`src/rtl/psmac_pkg.sv`:
```
`default_nettype none
// ============================================================================
//  Module      : psmac_pkg
//  Description : Shared types, default widths and saturation-limit helpers
//                for the precision-scalable MAC accumulator family.
//  Revision    : 1.0 - initial release
// ============================================================================
package psmac_pkg;

  // Default widths: product input, accumulator/result, term count
  localparam int IN_W_DEF  = 16;
  localparam int ACC_W_DEF = 32;
  localparam int LEN_W_DEF = 10;

  // Job sequencing states
  typedef enum logic [1:0] {
    IDLE  = 2'd0,
    ACCUM = 2'd1,
    DONE  = 2'd2
  } state_t;

  // Largest signed value representable in acc_w bits, as a 64-bit pattern.
  // Callers keep the low acc_w bits.
  function automatic logic [63:0] sat_max(input int acc_w);
    return (64'd1 << (acc_w - 1)) - 64'd1;
  endfunction

  // Smallest signed value representable in acc_w bits. The low acc_w bits
  // of the complement of the maximum are 1000...0.
  function automatic logic [63:0] sat_min(input int acc_w);
    return ~sat_max(acc_w);
  endfunction

endpackage
`default_nettype wire

```
`src/rtl/psmac_sat_add.sv`:
```
`default_nettype none
// ============================================================================
//  Module      : psmac_sat_add
//  Description : Combinational signed saturating adder. Adds a sign-extended
//                IN_W operand to an ACC_W accumulator at ACC_W+1 bits and
//                clamps to the ACC_W signed range, flagging any clamp.
//  Revision    : 1.0 - initial release
// ============================================================================
module psmac_sat_add
  import psmac_pkg::*;
#(
  parameter int IN_W  = IN_W_DEF,
  parameter int ACC_W = ACC_W_DEF
) (
  input  logic signed [ACC_W-1:0] acc,
  input  logic signed [IN_W-1:0]  addend,
  output logic signed [ACC_W-1:0] sum,
  output logic                    ovf
);

  localparam logic [63:0]      c_max64 = sat_max(ACC_W);
  localparam logic [63:0]      c_min64 = sat_min(ACC_W);
  localparam logic [ACC_W-1:0] c_max   = c_max64[ACC_W-1:0];
  localparam logic [ACC_W-1:0] c_min   = c_min64[ACC_W-1:0];

  logic signed [ACC_W:0] w_acc_ext;
  logic signed [ACC_W:0] w_add_ext;
  logic signed [ACC_W:0] w_wide;

  // One guard bit on both operands so the true sum is always representable
  assign w_acc_ext = {acc[ACC_W-1], acc};
  assign w_add_ext = {{(ACC_W + 1 - IN_W){addend[IN_W-1]}}, addend};
  assign w_wide    = w_acc_ext + w_add_ext;

  // Guard bit disagreeing with the ACC_W sign bit means the result left the
  // ACC_W range; the guard bit tells which side it left on.
  always_comb begin
    sum = w_wide[ACC_W-1:0];
    ovf = 1'b0;
    if (w_wide[ACC_W] != w_wide[ACC_W-1]) begin
      ovf = 1'b1;
      sum = w_wide[ACC_W] ? c_min : c_max;
    end
  end

endmodule
`default_nettype wire

```
`src/rtl/psmac_accumulator.sv`:
```
`default_nettype none
// ============================================================================
//  Module      : psmac_accumulator
//  Description : Accumulates a programmable number of signed products from
//                the precision-scalable multiplier into one saturated
//                dot-product result, delivered on a valid/ready port with a
//                sticky saturation flag.
//  Revision    : 1.0 - initial release
// ============================================================================
module psmac_accumulator
  import psmac_pkg::*;
#(
  parameter int IN_W  = IN_W_DEF,
  parameter int ACC_W = ACC_W_DEF,
  parameter int LEN_W = LEN_W_DEF
) (
  input  logic                    clk,
  input  logic                    rst_n,
  input  logic                    clr,
  input  logic                    start,
  input  logic [LEN_W-1:0]        len,
  input  logic                    in_valid,
  input  logic signed [IN_W-1:0]  in_data,
  output logic                    in_ready,
  output logic                    out_valid,
  output logic signed [ACC_W-1:0] out_data,
  output logic                    out_sat,
  input  logic                    out_ready,
  output logic                    busy
);

  localparam logic [LEN_W-1:0] c_one = LEN_W'(1);

  state_t                   r_state;
  logic signed [ACC_W-1:0]  r_acc;
  logic [LEN_W-1:0]         r_cnt;
  logic [LEN_W-1:0]         r_len;
  logic                     r_sat;

  state_t                   w_state_nxt;
  logic signed [ACC_W-1:0]  w_acc_nxt;
  logic [LEN_W-1:0]         w_cnt_nxt;
  logic [LEN_W-1:0]         w_len_nxt;
  logic                     w_sat_nxt;
  logic                     w_launch;
  logic signed [ACC_W-1:0]  w_sum;
  logic                     w_ovf;

  psmac_sat_add #(
    .IN_W  (IN_W),
    .ACC_W (ACC_W)
  ) u_sat_add (
    .acc    (r_acc),
    .addend (in_data),
    .sum    (w_sum),
    .ovf    (w_ovf)
  );

  // State register
  always_ff @(posedge clk or negedge rst_n) begin
    if (!rst_n) begin
      r_state <= IDLE;
    end else begin
      r_state <= w_state_nxt;
    end
  end

  // Accumulator, term counter, latched length and sticky saturation flag
  always_ff @(posedge clk or negedge rst_n) begin
    if (!rst_n) begin
      r_acc <= '0;
      r_cnt <= '0;
      r_len <= '0;
      r_sat <= 1'b0;
    end else begin
      r_acc <= w_acc_nxt;
      r_cnt <= w_cnt_nxt;
      r_len <= w_len_nxt;
      r_sat <= w_sat_nxt;
    end
  end

  // Next-state and datapath update; a job launch from IDLE or from the DONE
  // handshake shares one path, and clr overrides everything.
  always_comb begin
    w_state_nxt = r_state;
    w_acc_nxt   = r_acc;
    w_cnt_nxt   = r_cnt;
    w_len_nxt   = r_len;
    w_sat_nxt   = r_sat;
    w_launch    = 1'b0;

    case (r_state)
      IDLE: begin
        w_launch = start;
      end
      ACCUM: begin
        // in_ready is high throughout ACCUM, so in_valid alone accepts
        if (in_valid) begin
          w_acc_nxt = w_sum;
          w_sat_nxt = r_sat | w_ovf;
          w_cnt_nxt = r_cnt + c_one;
          if (r_cnt == (r_len - c_one)) begin
            w_state_nxt = DONE;
          end
        end
      end
      DONE: begin
        if (out_ready) begin
          w_state_nxt = IDLE;
          w_launch    = start;
        end
      end
      default: begin
        w_state_nxt = IDLE;
      end
    endcase

    if (w_launch) begin
      w_acc_nxt = '0;
      w_cnt_nxt = '0;
      w_sat_nxt = 1'b0;
      if (len != '0) begin
        w_len_nxt   = len;
        w_state_nxt = ACCUM;
      end else begin
        // Empty job: the zero accumulator is the result
        w_state_nxt = DONE;
      end
    end

    if (clr) begin
      w_state_nxt = IDLE;
      w_acc_nxt   = '0;
      w_cnt_nxt   = '0;
      w_sat_nxt   = 1'b0;
    end
  end

  // Outputs decode only registered state, so nothing on in_data reaches them
  assign in_ready  = (r_state == ACCUM);
  assign out_valid = (r_state == DONE);
  assign out_data  = (r_state == DONE) ? r_acc : '0;
  assign out_sat   = (r_state == DONE) ? r_sat : 1'b0;
  assign busy      = (r_state != IDLE);

endmodule
`default_nettype wire

```
`config.mk`:
```
export PLATFORM = sky130hd
export DESIGN_NAME = psmac_accumulator
export DESIGN_NICKNAME = d
export VERILOG_FILES = /design/src/rtl/psmac_pkg.sv /design/src/rtl/psmac_sat_add.sv /design/src/rtl/psmac_accumulator.sv
export SDC_FILE = /design/constraint.sdc
export NUM_CORES = 1
export LEC_CHECK = 0
export ABC_AREA = 1
export CAP_MARGIN = 20
export CELL_PAD_IN_SITES_DETAIL_PLACEMENT = 0
export CELL_PAD_IN_SITES_GLOBAL_PLACEMENT = 1
export CORE_UTILIZATION = 40
export DETAILED_ROUTE_END_ITERATION = 6
export MAX_ROUTING_LAYER = met4
export PLACE_DENSITY = 0.86
export SLEW_MARGIN = 20
export SYNTH_ARGS = -nofsm -noshare
export SYNTH_HDL_FRONTEND = slang
export SYNTH_SLANG_ARGS = --single-unit
```
`constraint.sdc`:
```
create_clock -name clk -period 2.6 [get_ports clk]
set_clock_uncertainty 0.1 [all_clocks]
set_input_delay 0.39 -clock clk [delete_from_list [all_inputs] [get_ports clk]]
set_output_delay 0.39 -clock clk [all_outputs]
set_load 0.01 [all_outputs]
```
==> results.cfg <==
[placement]
place_ws_ps = -415
place_congestion = 0.947
placed_cells = 1152
dp_hpwl_um = 12000
place_area_um2 = 7050
io_buffers = 67

[timing]
final-setup-viol-count = 0
relSlewSlack_pct = 54.9
max_freq_mhz = 406
hold_ws_ps = 398
worst_pin_slew_ps = 676
min_period_ps = 2470
maxSlewViolCount = 0
timing.final.ws_setup_ps = 134
fin_crit_sh_pct = 94.8
hold_viol_final = 0

[synth]
synth.distinct_cells = 40
ys_ff_latch = 55
yosysWarnings = 0
synth_top_flop_cell = dfrtp_1
ys_seq_area_share_pct = 25.9
synth_nets = 872
synth.avg_cell_area_um2 = 6.59
synthArstFlopShare_pct = 100
synth_cells = 805
synth_edf_count = 0
synth_area_um2 = 5310

[clocking]
insertion_delay_ps = 320
root_buffer = clkbuf_16
cts_tree = done
clockBufferDepth = 2
h-tree-depth = 2
cts.sinks = 55
cts_buffers = 5
clk_pin_slew_ps = 80

[global_routing]
grt_antenna_before_repair = 0
grt_max_degree = 34
grt-ovfl-total = 0
first_global_vias = 5347
track_usage_pct = 25.2
grt_pass1_wl_um = 25600

[power_and_ir_drop]
p_switching_mw = 1.38
seq_power_share_pct = 29.9
intPower_mw = 2.11
clock_power_share_pct = 21.8
pwr-share-comb_pct = 48.3
p_leak_nw = 3.78
power_density_nw_per_um2 = 467
swShare_pct = 39.5
ir_worst_vdd_uv = 578

[routing]
drtIter0Drc = 280
vias_per_cell = 4.75
ant_nets = 0
drc_errors = 0
first_pass_iters = 5
wl_per_cell_um = 13.3
num_vias = 5548
routed_wirelength_um = 15500

[layout]
layout_common_cells = nand2_1, buf_4, inv_1, nor2_1, clkdlybuf4s50_1
final_common_cell = nand2_1
n_antenna_cell = 0
final_util_pct = 58.4
drive_gt1_share_pct = 22.8
nets = 1061
nFillCells = 1233
area_growth_pct = 40.7
fin_cells = 1167
stdcell_area_um2 = 7470

[die]
floorplan.initialDensity_pct = 41.6
ios = 68
die-area_um2 = 13700
dieHeight_um = 117
die_w_um = 117
rows = 41
fp.coreArea_um2 = 12800

[critical_path]
cp-start-kind = flip-flop
crit_arrival_ps = 1980
required_ps = 2110
crit_fanout = 33
critical_path.endpoint_type = output pin
worstSetupPathType = flip-flop to output pin

[job]
maxCapViolCount = 0

[status]
status = completed

[worst_hold_path]
hold_class = primary input to async pin
==> Yosys cell counts (6+ instances only) <==
library cell	number	area, µm²
a21oi_1	28	140
a21oi_2	9	78.8
buf_6	7	78.8
dfrtp_1	55	1380
ha_1	34	425
inv_1	116	435
inv_2	6	22.5
nand2_1	249	935
nand2_2	22	138
nand3_1	40	200
nand3_2	7	70.1
nand3b_1	9	67.6
nor2_1	88	330
nor3_1	11	55.1
o21ai_0	17	85.1
o21ai_1	13	65.1
o21ai_2	9	78.8
o21bai_1	10	75.1
xnor2_1	15	131
xor2_1	15	131
==> power groups by stage <==
stage          clock network [mW]  registers, mW  logic (mW)
2_1_floorplan                   0           1.03       0.988
3_3_place_gp                    0           1.05        1.58
3_5_place_dp                    0           1.06        1.60
4_1_cts                     0.789           1.04        1.62
5_1_grt                     0.815           1.06        1.88
6_report                    0.760           1.04        1.68
==> worst max-delay path: stages (launching register included) <==
cell and delay, ps:
dfrtp_1 380, inv_2 50, nor2_1 180, inv_1 60, buf_4 250, nor2_2 170, clkdlybuf4s50_1 560
==> final timing paths <==
path | start | to | slack [ps] | cells past startpoint
worst max-delay path | r_state[1] | out_data[31] | 130 | 6
worst min-delay path | rst_n | r_acc[15] | 400 | 2
worst max register to register | r_acc[0] | r_acc[22] | 140 | 17
worst min register to register | r_len[9] | r_len[9] | 420 | 2
max in group asynchronous | rst_n | r_cnt[4] | 1370 | 3
min in group clk | in_data[0] | r_acc[0] | 400 | 4
==> sequential cells by signal, summed over array words and instances, names as in the netlist <==
register and cells:
r_len 10, r_cnt 10, r_acc 32, r_state 2
r_sat 1
==> logic make-up after synthesis <==
family	after synthesis	share of synthesized area [%]
compound gates	102	12.6
simple gates	445	36.6
xor+xnor	32	5.80
fa+ha+maj	35	8.39
buf+inv	136	10.7
flops	55	25.9
==> per-layer routing <==
| layer | wire [µm] | part of all wire (%) | track usage [%] |
|---|---|---|---|
| met2 | 7190 | 46 | 41.0 |
| met5 | 0 | 0 | - |
| met3 | 536 | 3.5 | 3.76 |
| met1 | 7510 | 48 | 32.1 |
| met4 | 285 | 1.8 | 7.93 |
==> what timing repair did <==
item                                    in CTS  in global routing
hold endpoints to repair                    11                  0
gates cloned                                 1                  2
pin swaps                                    1                  7
setup buffers                                2                  1
resized for setup                           11                 22
endpoints found under the setup margin      32                 33
hold buffers                                 1                  0
==> layout make-up <==
type | count | area, µm² | share of cell area [%]
Clock buffer | 5 | 125 | 1.68
Tap cell | 172 | 215 | 2.88
Inverter | 122 | 458 | 6.13
Clock inverter | 3 | 31.3 | 0.419
Sequential cell | 55 | 1380 | 18.4
Multi-Input combinational cell | 614 | 3530 | 47.2
Timing Repair Buffer | 196 | 1730 | 23.2
==> metrics by stage <==
| stage | power (mW) | setup TNS, ps |
|---|---|---|
| after floorplan | 2.02 | 0 |
| after global placement | 2.64 | -10940 |
| after detailed placement | 2.65 | -11830 |
| after CTS | 3.45 | 0 |
| after global routing | 3.76 | -15.8 |
| final | 3.48 | 0 |
(Power assumes the default switching activity.)
